File: src/rtl/axis_rr_arbiter.sv
// Round-robin AXI-Stream arbiter: NUM_SRC sources share one registered output, bounded bursts per grant.
// One IDLE cycle per grant; source ready is combinational from state and m_axis_ready, so backpressure stalls without losing the grant.
module axis_rr_arbiter #(
    parameter int NUM_SRC    = 4,
    parameter int LOGIC_SIZE = 32,
    parameter int MAX_BURST  = 4,
    parameter int IDX_W      = $clog2(NUM_SRC)
) (
    input  logic                          axis_aclk,
    input  logic                          axis_reset,
    input  logic [NUM_SRC*LOGIC_SIZE-1:0] s_axis_tdata,
    input  logic [NUM_SRC-1:0]            s_axis_valid,
    output logic [NUM_SRC-1:0]            s_axis_ready,
    input  logic [NUM_SRC-1:0]            i_src_enable,
    output logic [LOGIC_SIZE-1:0]         m_axis_tdata,
    output logic [IDX_W-1:0]              m_axis_tdest,
    output logic                          m_axis_valid,
    input  logic                          m_axis_ready,
    output logic                          o_grant_active,
    output logic [IDX_W-1:0]              o_grant_idx
);
    localparam int CNT_W = $clog2(MAX_BURST + 1);
    localparam logic [CNT_W-1:0] LAST_BEAT = CNT_W'(MAX_BURST - 1);
    localparam logic [IDX_W-1:0] LAST_SRC  = IDX_W'(NUM_SRC - 1);

    typedef enum logic {ST_IDLE, ST_GRANT} state_t;

    state_t                  r_state;
    state_t                  w_state_nxt;
    logic [IDX_W-1:0]        r_rr_ptr;
    logic [IDX_W-1:0]        r_grant;
    logic [CNT_W-1:0]        r_burst_cnt;
    logic                    r_m_valid;
    logic [LOGIC_SIZE-1:0]   r_m_tdata;
    logic [IDX_W-1:0]        r_m_tdest;

    logic [NUM_SRC-1:0]      w_req;
    logic [IDX_W:0]          w_scan;
    logic [IDX_W-1:0]        w_pick_idx;
    logic                    w_pick_vld;
    logic                    w_sel_vld;
    logic                    w_sel_en;
    logic                    w_out_free;
    logic                    w_sel_rdy;
    logic                    w_xfer;
    logic                    w_release;
    logic [IDX_W-1:0]        w_grant_inc;
    logic [LOGIC_SIZE-1:0]   w_sel_dat;

    assign w_req = s_axis_valid & i_src_enable;

    // Scan downward so the lowest offset from r_rr_ptr is the last (winning) assignment.
    always_comb begin
        w_pick_vld = 1'b0;
        w_pick_idx = '0;
        w_scan     = '0;
        for (int k = NUM_SRC - 1; k >= 0; k--) begin
            w_scan = {1'b0, r_rr_ptr} + (IDX_W+1)'(k);
            if (w_scan >= (IDX_W+1)'(NUM_SRC)) begin
                w_scan = w_scan - (IDX_W+1)'(NUM_SRC);
            end
            if (w_req[w_scan[IDX_W-1:0]]) begin
                w_pick_vld = 1'b1;
                w_pick_idx = w_scan[IDX_W-1:0];
            end
        end
    end

    always_comb begin
        w_sel_dat = '0;
        for (int i = 0; i < NUM_SRC; i++) begin
            if (r_grant == IDX_W'(i)) begin
                w_sel_dat = s_axis_tdata[i*LOGIC_SIZE +: LOGIC_SIZE];
            end
        end
    end

    assign w_sel_vld   = s_axis_valid[r_grant];
    assign w_sel_en    = i_src_enable[r_grant];
    assign w_out_free  = !r_m_valid || m_axis_ready;
    assign w_sel_rdy   = w_sel_en && w_out_free;
    assign w_xfer      = (r_state == ST_GRANT) && w_sel_vld && w_sel_rdy;
    assign w_release   = (r_state == ST_GRANT) &&
                         (!w_sel_vld || !w_sel_en || (w_xfer && (r_burst_cnt == LAST_BEAT)));
    assign w_grant_inc = (r_grant == LAST_SRC) ? '0 : r_grant + IDX_W'(1);

    always_ff @(posedge axis_aclk or posedge axis_reset) begin
        if (axis_reset) begin
            r_state <= ST_IDLE;
        end else begin
            r_state <= w_state_nxt;
        end
    end

    always_comb begin
        w_state_nxt = r_state;
        case (r_state)
            ST_IDLE:  if (w_pick_vld) w_state_nxt = ST_GRANT;
            ST_GRANT: if (w_release)  w_state_nxt = ST_IDLE;
            default:  w_state_nxt = ST_IDLE;
        endcase
    end

    always_comb begin
        s_axis_ready   = '0;
        o_grant_active = (r_state == ST_GRANT);
        if (r_state == ST_GRANT) begin
            s_axis_ready[r_grant] = w_sel_rdy;
        end
    end

    always_ff @(posedge axis_aclk or posedge axis_reset) begin
        if (axis_reset) begin
            r_rr_ptr    <= '0;
            r_grant     <= '0;
            r_burst_cnt <= '0;
            r_m_valid   <= 1'b0;
            r_m_tdata   <= '0;
            r_m_tdest   <= '0;
        end else begin
            if ((r_state == ST_IDLE) && w_pick_vld) begin
                r_grant     <= w_pick_idx;
                r_burst_cnt <= '0;
            end else if (w_xfer) begin
                r_burst_cnt <= r_burst_cnt + CNT_W'(1);
            end
            if (w_release) begin
                r_rr_ptr <= w_grant_inc;
            end
            // A load wins over a drain so back-to-back words never bubble.
            if (w_xfer) begin
                r_m_valid <= 1'b1;
                r_m_tdata <= w_sel_dat;
                r_m_tdest <= r_grant;
            end else if (m_axis_ready) begin
                r_m_valid <= 1'b0;
            end
        end
    end

    assign m_axis_valid = r_m_valid;
    assign m_axis_tdata = r_m_tdata;
    assign m_axis_tdest = r_m_tdest;
    assign o_grant_idx  = r_grant;

endmodule

File: config.mk
export PLATFORM = sky130hd
export DESIGN_NAME = axis_rr_arbiter
export DESIGN_NICKNAME = d
export VERILOG_FILES = /design/src/rtl/axis_rr_arbiter.sv
export SDC_FILE = /design/constraint.sdc
export NUM_CORES = 1
export LEC_CHECK = 0
export ABC_AREA = 1
export CELL_PAD_IN_SITES_DETAIL_PLACEMENT = 0
export CELL_PAD_IN_SITES_GLOBAL_PLACEMENT = 2
export CORE_ASPECT_RATIO = 1.4
export CORE_MARGIN = 1.5
export CORE_UTILIZATION = 18
export DETAILED_ROUTE_END_ITERATION = 8
export GPL_ROUTABILITY_DRIVEN = 0
export HOLD_SLACK_MARGIN = 0.06
export PLACE_DENSITY = 0.77
export SLEW_MARGIN = 10
export SYNTH_ARGS = -nofsm -noshare
export SYNTH_HDL_FRONTEND = slang
export SYNTH_SLANG_ARGS = --single-unit
File: constraint.sdc
create_clock -name axis_aclk -period 1.95 [get_ports axis_aclk]
set_input_delay 0.39 -clock axis_aclk [delete_from_list [all_inputs] [get_ports axis_aclk]]
set_output_delay 0.39 -clock axis_aclk [all_outputs]
set_load 0.05 [all_outputs]
; ---- Yosys cells after proc, flatten, opt, wreduce, memory -nomap -nowiden
; Cells that the tools add are included.
[totals]
input_bits = 139
rom_bits = 0
latch_bits = 0
elab_cells = 88
mem_count = 0
mem_bits_rw = 0
ff_bits = 43
[op_classes]
n_mux = 39
n_eq_ne = 4
reduce_logical = 16
addsub = 9
shifts = 0
order_cmp = 10
div = 0
n_bitwise = 3
n_mul = 0
[op_table]
columns = op, n
row1 = 32-bit two-way mux, 4
row2 = 2-bit two-way mux, 9
row3 = "2-bit by 3-bit < comparator with 1-bit output, second input constant", 5
row4 = 1-bit two-way mux, 15
row5 = 1-bit binary-select mux with 2-bit select, 6
row6 = "3-bit >= comparator, second input constant", 3
row7 = 4-bit bitwise AND, 2
row8 = "2-bit by 1-bit subtractor with 2-bit output, second input constant", 4
row9 = 1-bit logical AND, 7
row10 = "2-bit by 2-bit adder with 3-bit output, second input constant", 2
row11 = 3-bit two-way mux, 2
row12 = "2-bit equality test, second input constant", 2
row13 = 4-bit two-way mux, 1
row14 = 2-bit nonzero test, 2
row15 = "2-bit by 1-bit adder with 3-bit output, second input constant", 1
row16 = "3-bit by 1-bit adder with 3-bit output, second input constant", 1
row17 = "3-bit by 2-bit equality test with 1-bit output, second input constant", 1
row18 = "2-bit by 3-bit >= comparator with 1-bit output, second input constant", 1
row19 = 1-bit zero test, 3
row20 = 1-bit logical OR, 3
row21 = "2-bit by 1-bit adder with 2-bit output, second input constant", 1
row22 = 1-bit demux with 2-bit select, 1
row23 = "2-bit by 1-bit equality test with 1-bit output, second input constant", 1
row24 = "2-bit by 1-bit >= comparator with 1-bit output, second input constant", 1
row25 = 3 further kinds, 3

; ---- Logic depth before layout (Yosys ltp)
; Gate-level depths: netlist (run 1).
[depth]
word_depth = 11
mapped_depth = 12
depth_no_buf = 11

; ---- Worst setup path after synthesis (run 1)
; No wires, ideal clock.
[synth_timing]
kind = register to output
start = register r_grant[0], in the netlist o_grant_idx[0]
end = output s_axis_ready[3]
t_arrival_ns = 2.230
n_path_buf = 2
setup_slack_ns = -0.670
required_time_ns = 1.560
stages_incl_launch_ff = 6
cell_sequence = dfrtp_1 ha_1 clkbuf_1 clkinv_1 clkbuf_1 nor2_1
[synth_via]
elab_chain_cells = 6
word_cells_on_any_way = 10
[synth_lines]
columns = item, line_no
row1 = from (decl), 31  ; logic [IDX_W-1:0] r_grant;
row2 = from (signal assigned), 122  ; r_grant <= w_pick_idx;
row3 = 2-bit by 3-bit < comparator with 1-bit output (not written as such) or 2-bit by 1-bit >= comparator with 1-bit output (tied branches), 108  ; s_axis_ready[r_grant] = w_sel_rdy;
row4 = 1-bit logical AND (not written as such), 108
row5 = 1-bit two-way mux (not written as such), 108
row6 = 1-bit demux with 2-bit select, 108
row7 = 4-bit bitwise AND (no source line) *, --
row8 = 4-bit two-way mux *, 107  ; if (r_state == ST_GRANT) begin
row9 = to (decl), 13  ; output logic [NUM_SRC-1:0] s_axis_ready,
; Mark *: on every way between the ends. The rest lies on a longest branch, timed or not. The select of a mux whose other input is x is not followed.

; ---- Worst setup path in the final report (run 1)
[layout_timing]
start = register r_grant[0], in the netlist o_grant_idx[0]
end = output s_axis_ready[1]
; Same word-level chain as after synthesis.

==> results.md, run 1 <==
- Post-Syn Instances: 422
- Die height: 154 um
- Syn Std Cell Area: 0.00293 mm2
- CTS tree: done
- Core ar.: 0.0160 mm2
- Simple-gate share of the synthesized area: 0.294
- Drt wl/cell: 15.8 um
- Yosys warns: 0
- Failing checks: negative setup slack
- Hpwl dp: 9430 um
- Skew final: 0.00218 ns
- Worst path depth: 8
- XOR/XNOR Fraction of Synth Area: 0.00299
- Path depth of the worst reg2reg path: 11
- Largest family of logic cells by synthesized area: simple AND/OR/NAND/NOR gates
- Worst EP arrival: 1.71 ns
- Post-Place Setup Slack: -0.195 ns
- Critical Path Sink Type: output port
- Gr usage total: 0.148
- Cts bufs inserted: 5
- P&R area growth vs syn: 85.5%
- Clock sinks: 43
- Root buffer cell: clkbuf_16
- Hold Vio Cnt, Final: 0
- Critical Path Source Type: flop
- Largest stage delay, worst path: 0.52 ns
- Hold buffer count at cts: 0
- Die ar.: 0.0171 mm2
- Final worst slack: -0.151 ns
- Drt via density: 4.42
- Residual DRC count: 0
- Net Count, Synth: 567
- # IOs: 181
- CP cell instances: inv_6 > nand2_4 > nand3_2 > nand2_2 > nor2_4 > clkinvlp_4 > nor2_4 > buf_12
- Vias in the first global route: 3625
- Final setup vio count: 4
- Worst min-delay path class: in -> async
- Worst EP required: 1.56 ns
- Largest net degree at the start of global routing: 44
- Critical Path Most Common Cell: nor2_4
- Worst-path cell with the longest stage delay: dfrtp_4
- Seq/Total Area, Yosys: 0.367
- F_max: 0.476 GHz
- Reg clk slew, reported paths: 0.06 ns
- Peak supply drop: 0.749 mV
- Chip Width: 111 um
- Mux contribution to synthesized area: 0
- Antenna viol nets, final: 0
- Clk_lat worst skew: 0.28 ns
- LEAKAGE: 2.31 nW
- Number of synthesized register bits: 43
- Slew Limit Fails: 0
- Share of cells above drive strength 1: 0.140
- 1st-pass router iterations: 4
- CTS Buffer Depth: 2
- 1st-iter DRT viols: 138
- Synth Area in Adders: 0.0256
- H-tree levels: 2
- Crit share post-route: 1.08
- Rows: 55
- Via count: 3587
- IO Port Bufs: 180
- GRT overflow: 0
- Max Fanout on Critical Path: 4
- Antenna diodes: 0
- Final min period: 2.10 ns
- CP Buf/Inv Count: 3
- Nets: 757
- RSZ-0062 raised after global routing: yes
- Path type of the worst setup path: reg -> out
- Mean Syn Cell Area: 6.94 um2
- Synth Area in Compound Gates: 0.227
- Status: finished with violations
- WL final: 12800 um
- Global-route wire length before repair: 19800 um
- Initial antenna violation count: 2
- PwrDens: 1710 mW/mm2
- Placed cell count: 797
- Distinct cell type count after synthesis: 27
- Slew HR: 0.640
- Final Util: 0.339
- Layout Cells excl Fill: 812
- Total of max-cap violations: 0
- CP delay by family, top: flip-flops
- Starting density of the core: 0.183
- Tightest Pin Transition: 0.538 ns
==> layout make-up <==
| type | instances | area, um2 |
|---|---|---|
| flip-flops and latches | 43 | 1080 |
| repair buffers | 212 | 2170 |
| multi-input cells | 332 | 1680 |
| fillers | 1738 | 10600 |
| clock buffers | 6 | 139 |
| inverters | 18 | 78.8 |
| well taps | 199 | 249 |
| clock inverters | 2 | 35.0 |
==> flip-flops by register name, summed over array words and instances (netlist names) <==
name,flops
m_axis_tdest,2
o_grant_idx,2
o_grant_active,1
m_axis_valid,1
r_burst_cnt,3
r_rr_ptr,2
m_axis_tdata,32
==> final timing paths <==
check | startpoint | to | slack (ns)
min reg2reg | m_axis_tdest[1] | m_axis_tdest[1] | 0.52
min | axis_reset | m_axis_tdata[14] | 0.46
min in group axis_aclk | m_axis_tdest[1] | m_axis_tdest[1] | 0.52
max reg2reg | o_grant_idx[0] | m_axis_tdata[8] | 0.11
max in group asynchronous | axis_reset | o_grant_idx[0] | 1.24
max | o_grant_idx[0] | s_axis_ready[1] | -0.15
==> synthesized netlist by cell type (all sizes together) <==
library cell / number / area [um2]
nand3: 14 / 70.1
o21bai: 1 / 7.51
buf: 13 / 113
xor2: 1 / 8.76
nand3b: 1 / 7.51
o211ai: 32 / 240
nand2: 156 / 596
clkbuf: 16 / 60.1
ha: 6 / 75.1
nor2: 48 / 188
inv: 17 / 66.3
a31oi: 32 / 213
a21oi: 33 / 165
dfrtp: 43 / 1080
clkinv: 1 / 3.75
o21ai: 8 / 40.0
==> cells by family (layout without fill, tap and decap cells) <==
family / Yosys count / in the layout
compound gates: 106 / 106
xor+xnor: 1 / 1
fa+ha+maj: 6 / 6
buf+inv: 47 / 238
flops: 43 / 43
simple gates: 219 / 219
==> layer usage <==
layer / track usage / vias up / part of all wire
met4: 0.0629 / 4 / 0.033
met5: 0 / - / 0.0023
met3: 0.0300 / 24 / 0.047
met1: 0.162 / 1655 / 0.38
li1: - / 1798 / -
met2: 0.275 / 106 / 0.54
==> tightest hold or removal path, delay by kind of cell <==
family	cells	cell delay (ns)
buf+inv	3	0.73
==> cells in the final DEF (no fill, tap or decap) <==
cell type,netlist,final
bufinv_16,0,1
nand2_2,1,5
nand3_2,0,2
buf_4,0,37
o21ai_0,7,7
a31oi_1,30,30
dfrtp_2,0,1
inv_1,14,10
clkinvlp_4,0,1
dlygate4sd2_1,0,1
nor2_4,1,6
clkinv_1,1,1
o21bai_1,1,1
a21oi_1,33,33
nand3_1,14,12
ha_2,0,1
nor2_1,47,42
inv_2,2,4
dlymetal6s2s_1,0,1
a31oi_2,2,2
xor2_1,1,1
nand2_4,1,2
inv_4,1,1
clkdlybuf4s50_1,0,159
nand3b_1,1,1
dfrtp_4,0,1
buf_12,1,11
o21ai_1,1,1
buf_6,4,1
dfrtp_1,43,41
ha_1,6,5
o211ai_1,32,32
clkbuf_16,0,7
inv_6,0,1
clkbuf_8,0,1
nand2_1,154,149
clkinv_2,0,1
==> report_power, final <==
part,switching (mW),internal (mW),total (mW),leakage [nW]
logic,4.09,2.58,6.67,1.73
registers,0.293,1.35,1.64,0.499
clock network,0.360,0.638,0.998,0.0868
total,4.75,4.56,9.31,2.31
==> through the flow <==
| stage | hold WS, ns | setup TNS (ns) | area, um2 | power [mW] |
|---|---|---|---|---|
| finish | 0.457 | -0.601 | 5430 | 9.31 |
| global route | 0.491 | -1.00 | 5430 | 10.1 |
| CTS | 0.468 | -0.750 | 5340 | 9.17 |
| detailed placement | 0.487 | -2.50 | 5110 | 8.01 |
| global placement | 0.504 | -2.03 | 5110 | 7.98 |
| floorplan | 0.511 | -0.0340 | 2970 | 5.82 |
==> what timing repair did <==
action / in CTS / in global routing
pin swaps: 1 / 6
setup buffers: 3 / 2
endpoints found under the setup margin: 4 / 24
gates resized for setup: 9 / 6
cloned: 0 / 2
No activity file was read; power rests on OpenSTA's default activity.
==> run 2: changes to the inputs <==
--- a/config.mk
+++ b/config.mk
@@ -15,6 +15,7 @@
 export GPL_ROUTABILITY_DRIVEN = 0
 export HOLD_SLACK_MARGIN = 0.06
 export PLACE_DENSITY = 0.77
+export SETUP_SLACK_MARGIN = 0.2
 export SLEW_MARGIN = 10
 export SYNTH_ARGS = -nofsm -noshare
 export SYNTH_HDL_FRONTEND = slang
==> run 2 against run 1 <==
- die area stayed put
- critical endpoint is now s_axis_ready[3]
- sequential power about the same
- setup slack worse by 0.031 ns
- the run still ends with negative setup slack left
- final cell count increased by 1.5%
- critical path type unchanged
- register-to-register slack got worse by 0.20 ns
- count of clock-buffer cells in the layout stayed put
- hold slack lost 0.0051 ns
- sequential share of layout area shrank 0.84 points
==> results.md, run 2 (synthesized netlist as in run 1, its figures left out) <==
- Clk_lat worst skew: 0.29 ns
- Largest net degree at the start of global routing: 44
- Via count: 3695
- Antenna viol nets, final: 0
- RSZ-0062 raised after global routing: yes
- Critical Path Sink Type: output port
- Peak supply drop: 0.772 mV
- Hold buffer count at cts: 0
- Die ar.: 0.0171 mm2
- Path depth of the worst reg2reg path: 14
- Global-route wire length before repair: 20400 um
- Final worst slack: -0.182 ns
- Final setup vio count: 20
- Nets: 770
- Post-Layout Inst Area: 0.00567 mm2
- Slew Limit Fails: 0
- Max Fanout on Critical Path: 4
- Initial antenna violation count: 0
- Final min period: 2.13 ns
- Drt wl/cell: 16.2 um
- Core ar.: 0.0160 mm2
- Reg clk slew, reported paths: 0.06 ns
- Worst-path cell with the longest stage delay: dfrtp_4
- Cts bufs inserted: 5
- Die height: 154 um
- Starting density of the core: 0.183
- Worst EP required: 1.56 ns
- 1st-iter DRT viols: 147
- Critical Path Source Type: flop
- CP Buf/Inv Count: 3
- Accumulated negative setup slack: -1.23 ns
- Share of cells above drive strength 1: 0.203
- CTS Buffer Depth: 2
- P&R area growth vs syn: 93.6%
- F_max: 0.469 GHz
- Commonest cells after routing, fill and taps aside: clkdlybuf4s50_1 (135), nand2_1 (130), dfrtp_1 (41)
- PwrDens: 1740 mW/mm2
- Largest stage delay, worst path: 0.47 ns
- Layout Cells excl Fill: 824
- Chip Width: 111 um
- CP cell instances: buf_12 > nand2_1 > nand3_2 > nand2_2 > nor2_4 > clkinvlp_4 > nor2_4 > buf_12
- Worst reg2reg path startpoint: o_grant_idx[0]
- LEAKAGE: 2.43 nW
- Placed cell count: 798
- Worst EP arrival: 1.74 ns
- Hold Vio Cnt, Final: 0
- DP Area: 0.00510 mm2
- Worst min-delay path class: in -> async
- 1st-pass router iterations: 5
- Crit share post-route: 1.09
- PnR Total Power: 9.87 mW
- Hold_ws: 0.452 ns
- Worst r2r dst: m_axis_tdata[20]
- Post-Place Setup Slack: -0.204 ns
- Vias in the first global route: 3751
- Gr usage total: 0.152
- Rows: 55
- Worst path depth: 8
- Drt via density: 4.48
- IO Port Bufs: 180
- CTS tree: done
- Clock sinks: 43
- Antenna diodes: 0
- H-tree levels: 2
- Path type of the worst setup path: reg -> out
- Leading cell type in the layout, fill and taps excluded: clkdlybuf4s50_1
- Status: finished with violations
- Total of max-cap violations: 0
- Residual DRC count: 0
- CP delay by family, top: buffers and inverters
- Slew HR: 0.649
- Failing checks: negative setup slack
- # IOs: 181
- Tightest Pin Transition: 0.529 ns
- Max reg flops: 32
- WL final: 13400 um
- Final Util: 0.354
- Skew final: 0.00591 ns
- GRT overflow: 0
- Root buffer cell: clkbuf_16
- Hpwl dp: 9820 um
- R2r setup slk: -0.09 ns
- FILL cells: 1694
run 2: cell count changes in the layout (fill, tap and decap cells not counted), sizes merged:
| cell | before | now |
|---|---|---|
| clkinv | 2 | 1 |
| dlygate4sd2 | 1 | 22 |
| buf | 49 | 65 |
| dlymetal6s2s | 1 | 0 |
| clkbuf | 8 | 9 |
| clkdlybuf4s50 | 159 | 135 |
run 2: worst reg2reg max path: cells and delay by family (launching register included):
| kind | cells | cell delay [ns] |
|---|---|---|
| buffers and inverters | 8 | 0.79 |
| DFF | 1 | 0.53 |
| and+or+nand+nor | 3 | 0.26 |
| AOI/OAI and AO/OA | 2 | 0.26 |
| adders and majority gates | 1 | 0.13 |
run 2: layout make-up:
type                            instances  area (um2)  share of cell area
Timing Repair Buffer                  225        2340               0.413
Multi-Input combinational cell        332        1750               0.309
Sequential cell                        43        1080               0.191
Tap cell                              199         249              0.0439
Clock buffer                            6         129              0.0227
Inverter                               18        90.1              0.0159
Clock inverter                          1        30.0             0.00529
run 2: worst max path at each step:
stage	startpoint	end	slack, ns
after detailed placement	i_src_enable[2]	s_axis_ready[3]	-0.20
final	o_grant_idx[0]	s_axis_ready[3]	-0.18
after floorplan	o_grant_idx[0]	s_axis_ready[1]	0.1
after global placement	i_src_enable[2]	s_axis_ready[3]	-0.18
after global routing	o_grant_idx[0]	s_axis_ready[3]	-0.26
after CTS	o_grant_idx[0]	s_axis_ready[0]	-0.23
run 2: power by group:
part	switching (mW)	internal, mW
sequential	0.262	1.35
clock	0.352	0.599
combinational	4.42	2.89
total	5.03	4.84
run 2: repair_timing:
action                                  in CTS  in global routing
resized for setup                           57                 30
pin swaps                                   27                 31
setup buffers                               12                  2
endpoints found under the setup margin      55                 44
gates cloned                                 2                  3
run 2: per-layer routing:
layer  up-vias  wire length, um  track usage
met1      1758             5230        0.171
met3        13              556       0.0240
li1       1822                -            -
met4         0              235       0.0421
met2       102             7340        0.292
met5         -                0            0
==> run 3: changes to the inputs <==
--- a/config.mk
+++ b/config.mk
@@ -13,6 +13,7 @@
 export CORE_UTILIZATION = 18
 export DETAILED_ROUTE_END_ITERATION = 8
 export GPL_ROUTABILITY_DRIVEN = 0
+export GPL_TIMING_DRIVEN = 0
 export HOLD_SLACK_MARGIN = 0.06
 export PLACE_DENSITY = 0.77
 export SETUP_SLACK_MARGIN = 0.2
==> run 3 against run 2 <==
- the run still ends with negative setup slack left
- critical path depth unchanged
- sequential power about the same
- utilization fell by 1.1 points
- largest power group unchanged
==> results.md, run 3 (synthesized netlist as in run 1, its figures left out) <==
- Switch share: 0.527
- Initial antenna violation count: 0
- Starting density of the core: 0.183
- WL final: 13400 um
- Tightest Pin Transition: 0.547 ns
- Crit share post-route: 1.13
- CP cell instances: inv_6 > nand2_2 > nand3_2 > nand2_2 > nor2_4 > clkinvlp_4 > nor2_4 > buf_6
- Global-route wire length before repair: 20500 um
- Share of total power in the clock network: 0.092
- Worst EP arrival: 1.82 ns
- Hold Vio Cnt, Final: 0
- FILL cells: 1735
- Status: finished with violations
- Gr usage total: 0.154
- CTS Buffer Depth: 2
- Hpwl dp: 10400 um
- Net Sw Power: 4.87 mW
- # IOs: 181
- Leading cell type in the layout, fill and taps excluded: nand2_1
- Slew Limit Fails: 0
- Antenna viol nets, final: 0
- Path type of the worst setup path: reg -> out
- Accumulated negative setup slack: -1.01 ns
- Total of max-cap violations: 0
- F_max: 0.453 GHz
- 1st-pass router iterations: 7
- Largest stage delay, worst path: 0.52 ns
- Int Pwr: 4.37 mW
- CTS tree: done
- Core ar.: 0.0160 mm2
- Chip Width: 111 um
- Comb pwr share: 0.732
- Largest net degree at the start of global routing: 25
- GRT overflow: 0
- CP delay by family, top: flip-flops
- Failing checks: negative setup slack
- Skew final: 0.00274 ns
- DP Area: 0.00506 mm2
- Clk_lat worst skew: 0.29 ns
- Worst path depth: 8
- Drt wl/cell: 16.2 um
- Share of total power in sequential cells: 0.176
- P&R area growth vs syn: 87.9%
- Die ar.: 0.0171 mm2
- PnR Total Power: 9.24 mW
- Layout Cells excl Fill: 828
- Antenna diodes: 0
- CP startpoint: o_grant_idx[0]
- Placed cell count: 802
- IO Port Bufs: 180
- Final worst slack: -0.260 ns
- Worst-path cell with the longest stage delay: dfrtp_4
- Max Fanout on Critical Path: 7
- Clock sinks: 43
- Root buffer cell: clkbuf_16
- CP Buf/Inv Count: 3
- Post-Layout Inst Area: 0.00550 mm2
- Commonest cells after routing, fill and taps aside: nand2_1 (147), clkdlybuf4s50_1 (133), dfrtp_1 (41)
- R2r setup slk: 0.09 ns
- Final setup vio count: 4
- Via count: 3650
- Vias in the first global route: 3676
- Critical Path Source Type: flop
- Slew HR: 0.637
- Peak supply drop: 0.716 mV
- Residual DRC count: 0
- Reg clk slew, reported paths: 0.06 ns
- RSZ-0062 raised after global routing: yes
- Worst EP required: 1.56 ns
- Share of cells above drive strength 1: 0.159
- Critical Path Sink Type: output port
- Worst r2r dst: m_axis_tdata[30]
- Die height: 154 um
- PwrDens: 1680 mW/mm2
- LEAKAGE: 2.43 nW
- 1st-iter DRT viols: 165
- Hold buffer count at cts: 0
- Final min period: 2.21 ns
- Path depth of the worst reg2reg path: 11
- Worst min-delay path class: in -> async
- Max reg flops: 32
- Nets: 774
- Worst reg2reg path startpoint: o_grant_idx[0]
- Drt via density: 4.41
- H-tree levels: 2
- Rows: 55
- Cts bufs inserted: 5
-- run 3: cell count changes in the layout (fill, tap and decap cells not counted), moves of 4 or more --
cell	change
buf_2	+4
nand2_1	+17
buf_12	-9
buf_4	-22
dlymetal6s2s_1	+5
o21ai_0	+4
clkbuf_4	+6
nand2_2	-16
clkbuf_2	+8
nor2_1	-4
dlygate4sd2_1	+15
-- run 3: cell type report --
class	instances	area, um2	area share
clock inverter	1	5.00	0.000910
timing repair buffer	200	1970	0.358
multi-input combinational	332	1720	0.312
tap	199	249	0.0452
clock buffer	6	139	0.0252
buffer	29	253	0.0459
inverter	18	86.3	0.0157
sequential	43	1080	0.196
-- run 3: how the worst max path moves through the flow --
stage                                 end  slack, ns
after floorplan           s_axis_ready[1]        0.1
after global placement    s_axis_ready[0]      -0.86
after detailed placement  s_axis_ready[3]      -0.87
after CTS                 s_axis_ready[3]      -0.28
after global routing      s_axis_ready[3]      -0.35
final                     s_axis_ready[3]      -0.26
-- run 3: worst register-to-register path: stages (launching register included) --
cell	delay, ns
dfrtp_4	0.52
inv_6	0.10
buf_4	0.11
ha_1	0.14
inv_2	0.06
nor2_4	0.11
buf_6	0.13
bufbuf_16	0.26
nand2_1	0.05
nand2_1	0.05
o211ai_1	0.08
a31oi_1	0.17
-- run 3: metrics by stage --
| step | setup WS [ns] | utilization | hold slack, ns |
|---|---|---|---|
| 2_1_floorplan | 0.0999 | - | 0.511 |
| 3_3_place_gp | -0.863 | 0.314 | 0.489 |
| 3_5_place_dp | -0.871 | 0.316 | 0.493 |
| 4_1_cts | -0.280 | 0.329 | 0.477 |
| 5_1_grt | -0.351 | 0.343 | 0.510 |
| 6_report | -0.260 | 0.343 | 0.451 |
-- run 3: repair_timing --
| action | in CTS | in global routing |
|---|---|---|
| setup buffers | 4 | 14 |
| gates resized for setup | 89 | 44 |
| endpoints found under the setup margin | 77 | 41 |
| cloned | 1 | 0 |
| pin swaps | 5 | 27 |
-- run 3: power groups by stage --
stage / clock network [mW] / registers (mW) / logic, mW
floorplan: 0 / 2.98 / 2.88
global placement: 0 / 1.63 / 6.30
detailed placement: 0 / 1.65 / 6.32
CTS: 0.889 / 1.62 / 6.40
global route: 0.914 / 1.69 / 7.39
finish: 0.850 / 1.63 / 6.77
-- run 3: layer usage --
layer	vias to the layer above	track usage	share of wire
met5	-	0	0
met4	0	0.0482	0.022
met3	16	0.0343	0.049
met2	109	0.283	0.53
met1	1695	0.176	0.40
li1	1830	-	-
==> RTL change, RTL diff (flow settings as in run 1) <==
The parameter `LOGIC_SIZE` goes from 32 to 64.
--- a/src/rtl/axis_rr_arbiter.sv
+++ b/src/rtl/axis_rr_arbiter.sv
@@ -4,3 +4,3 @@
     parameter int NUM_SRC    = 4,
-    parameter int LOGIC_SIZE = 32,
+    parameter int LOGIC_SIZE = 64,
     parameter int MAX_BURST  = 4,
Ports: changed (resized m_axis_tdata and s_axis_tdata); port bits go from 181 to 341. The function was not compared with the original's and may differ.
==> RTL change against run 1 <==
  * The run still ends with setup timing left
  * Routed wire length grew 110%
  * Setup slack lost 0.073 ns
  * Design area grew 83%
  * Synthesized area grew 73%
  * Sequential share of layout area shrank 1.0 points
  * Power grew 82%
  * Sequential cell count grew 32
  * Critical path type unchanged
  * Critical endpoint is now s_axis_ready[2]
==> RTL change: results (changes against run 1) <==
Status
  • Outcome: finished, violations left (unchanged)
  • Failing checks: setup timing (unchanged)

Yosys
  • Fraction of the yosys area taken by sequential cells: 0.370 (was 0.367)
  • Most area-consuming cells after synthesis: dfrtp_1, o21ai_0, nand2_1 (was dfrtp_1, nand2_1, o211ai_1)
  • Net count after synthesis: 1,029 (was 567)

Worst setup path
  • Worst Setup EP: s_axis_ready[2] (was s_axis_ready[1])
  • Crit Reg-Reg Endpoint: m_axis_tdata[1] (was m_axis_tdata[8])
  • Arrival time reported for the critical path endpoint: 1.78 ns (was 1.71 ns)
  • Setup slack of the worst register-to-register path: -0.04 ns (was 0.11 ns)
  • Number of cells on the worst reg-to-reg path: 12 (was 11)

Finish
  • Flip-flop count of the largest register, all copies and words added: 64 (was 32)
  • Share of layout cells above drive strength 1: 0.162 (was 0.140)

STA
  • Worst hold slack across all endpoints: 0.315 ns (was 0.457 ns)
  • Worst max-slew margin expressed relative to the limit: 0.633 (was 0.640)
  • Worst-case setup margin in the final layout: -0.224 ns (was -0.151 ns)
  • Post-route setup TNS: -1.08 ns (was -0.601 ns)
  • Worst Clk Skew: 0.0113 ns (was 0.00218 ns)
  • Final setup violating endpoints: 16 (was 4)

GRT
  • Largest net degree at the start of global routing: 67 (was 44)
  • Met1 track demand over resource: 0.186 (was 0.162)
  • Met2 GRT Util: 0.316 (was 0.275)
  • Total routing resource utilization after global routing: 0.167 (was 0.148)

Clock tree
  • TritonCTS buffer count: 9 (was 5)
  • H-tree level count: 3 (was 2)
  • Latest clock arrival within the worst-skew pair: 0.34 ns (was 0.28 ns)

Drt
  • Detailed Routing Iterations Pass 1: 5 (was 4)
  • Detailed-route wire length: 26,800 µm (was 12,800 µm)

Placement
  • Half-perimeter wire length of the detailed placement result: 19,000 µm (was 9430 µm)
  • Count of buffers inserted at the top-level ports: 340 (was 180)
  • Post-place instance area: 0.00919 mm² (was 0.00511 mm²)

Power
  • Leak Pwr: 0.00443 µW (was 0.00231 µW)
RTL change: cell types whose count changed in the layout (fill, tap and decap cells not counted), sizes merged, moves of 8 or more:
cell,before,now
a21oi,33,49
a31oi,32,0
buf,49,107
clkbuf,8,18
clkdlybuf4s50,159,283
dfrtp,43,75
dlymetal6s2s,1,9
nand2,156,205
nand3,14,94
nor2,48,18
o211ai,32,0
o21ai,8,223
RTL change: layout make-up:
type                    instances  area [µm²]
inverters                      18        83.8
repair buffers                408        4270
clock inverters                 5        56.3
flip-flops and latches         75        1880
fillers                      3001       17700
well taps                     370         463
clock buffers                  10         229
multi-input cells             599        2970
RTL change: cells by family after synthesis:
family | share of synthesized area
and+or+nand+nor | 0.266
AOI/OAI and AO/OA | 0.276
buffers and inverters | 0.0724
DFF | 0.370
adders and majority gates | 0.0148
xor gates and xnor gates | 0.00173
RTL change: routing by layer:
layer	vias up	wire length, µm
met3	21	1350
met2	221	14500
li1	3287	-
met4	0	430
met5	-	0
met1	3015	10500
RTL change: report_power, final:
part | switching [µW] | leakage, µW | internal [µW]
combinational | 7680 | 0.00334 | 4950
clock | 691 | 0.000138 | 983
sequential | 427 | 0.000951 | 2250
RTL change: through the flow:
| step | util | std cells |
|---|---|---|
| after detailed placement | 0.332 | 1453 |
| after global placement | 0.332 | 1453 |
| after floorplan | - | 756 |
| final | 0.360 | 1485 |
| after global routing | 0.360 | 1485 |
| after CTS | 0.345 | 1471 |
RTL change: repair_timing:
action	CTS	global route
setup buffers	4	6
endpoints found under the setup margin	5	58
pin swaps	9	11
gates resized for setup	13	85
cloned	0	8
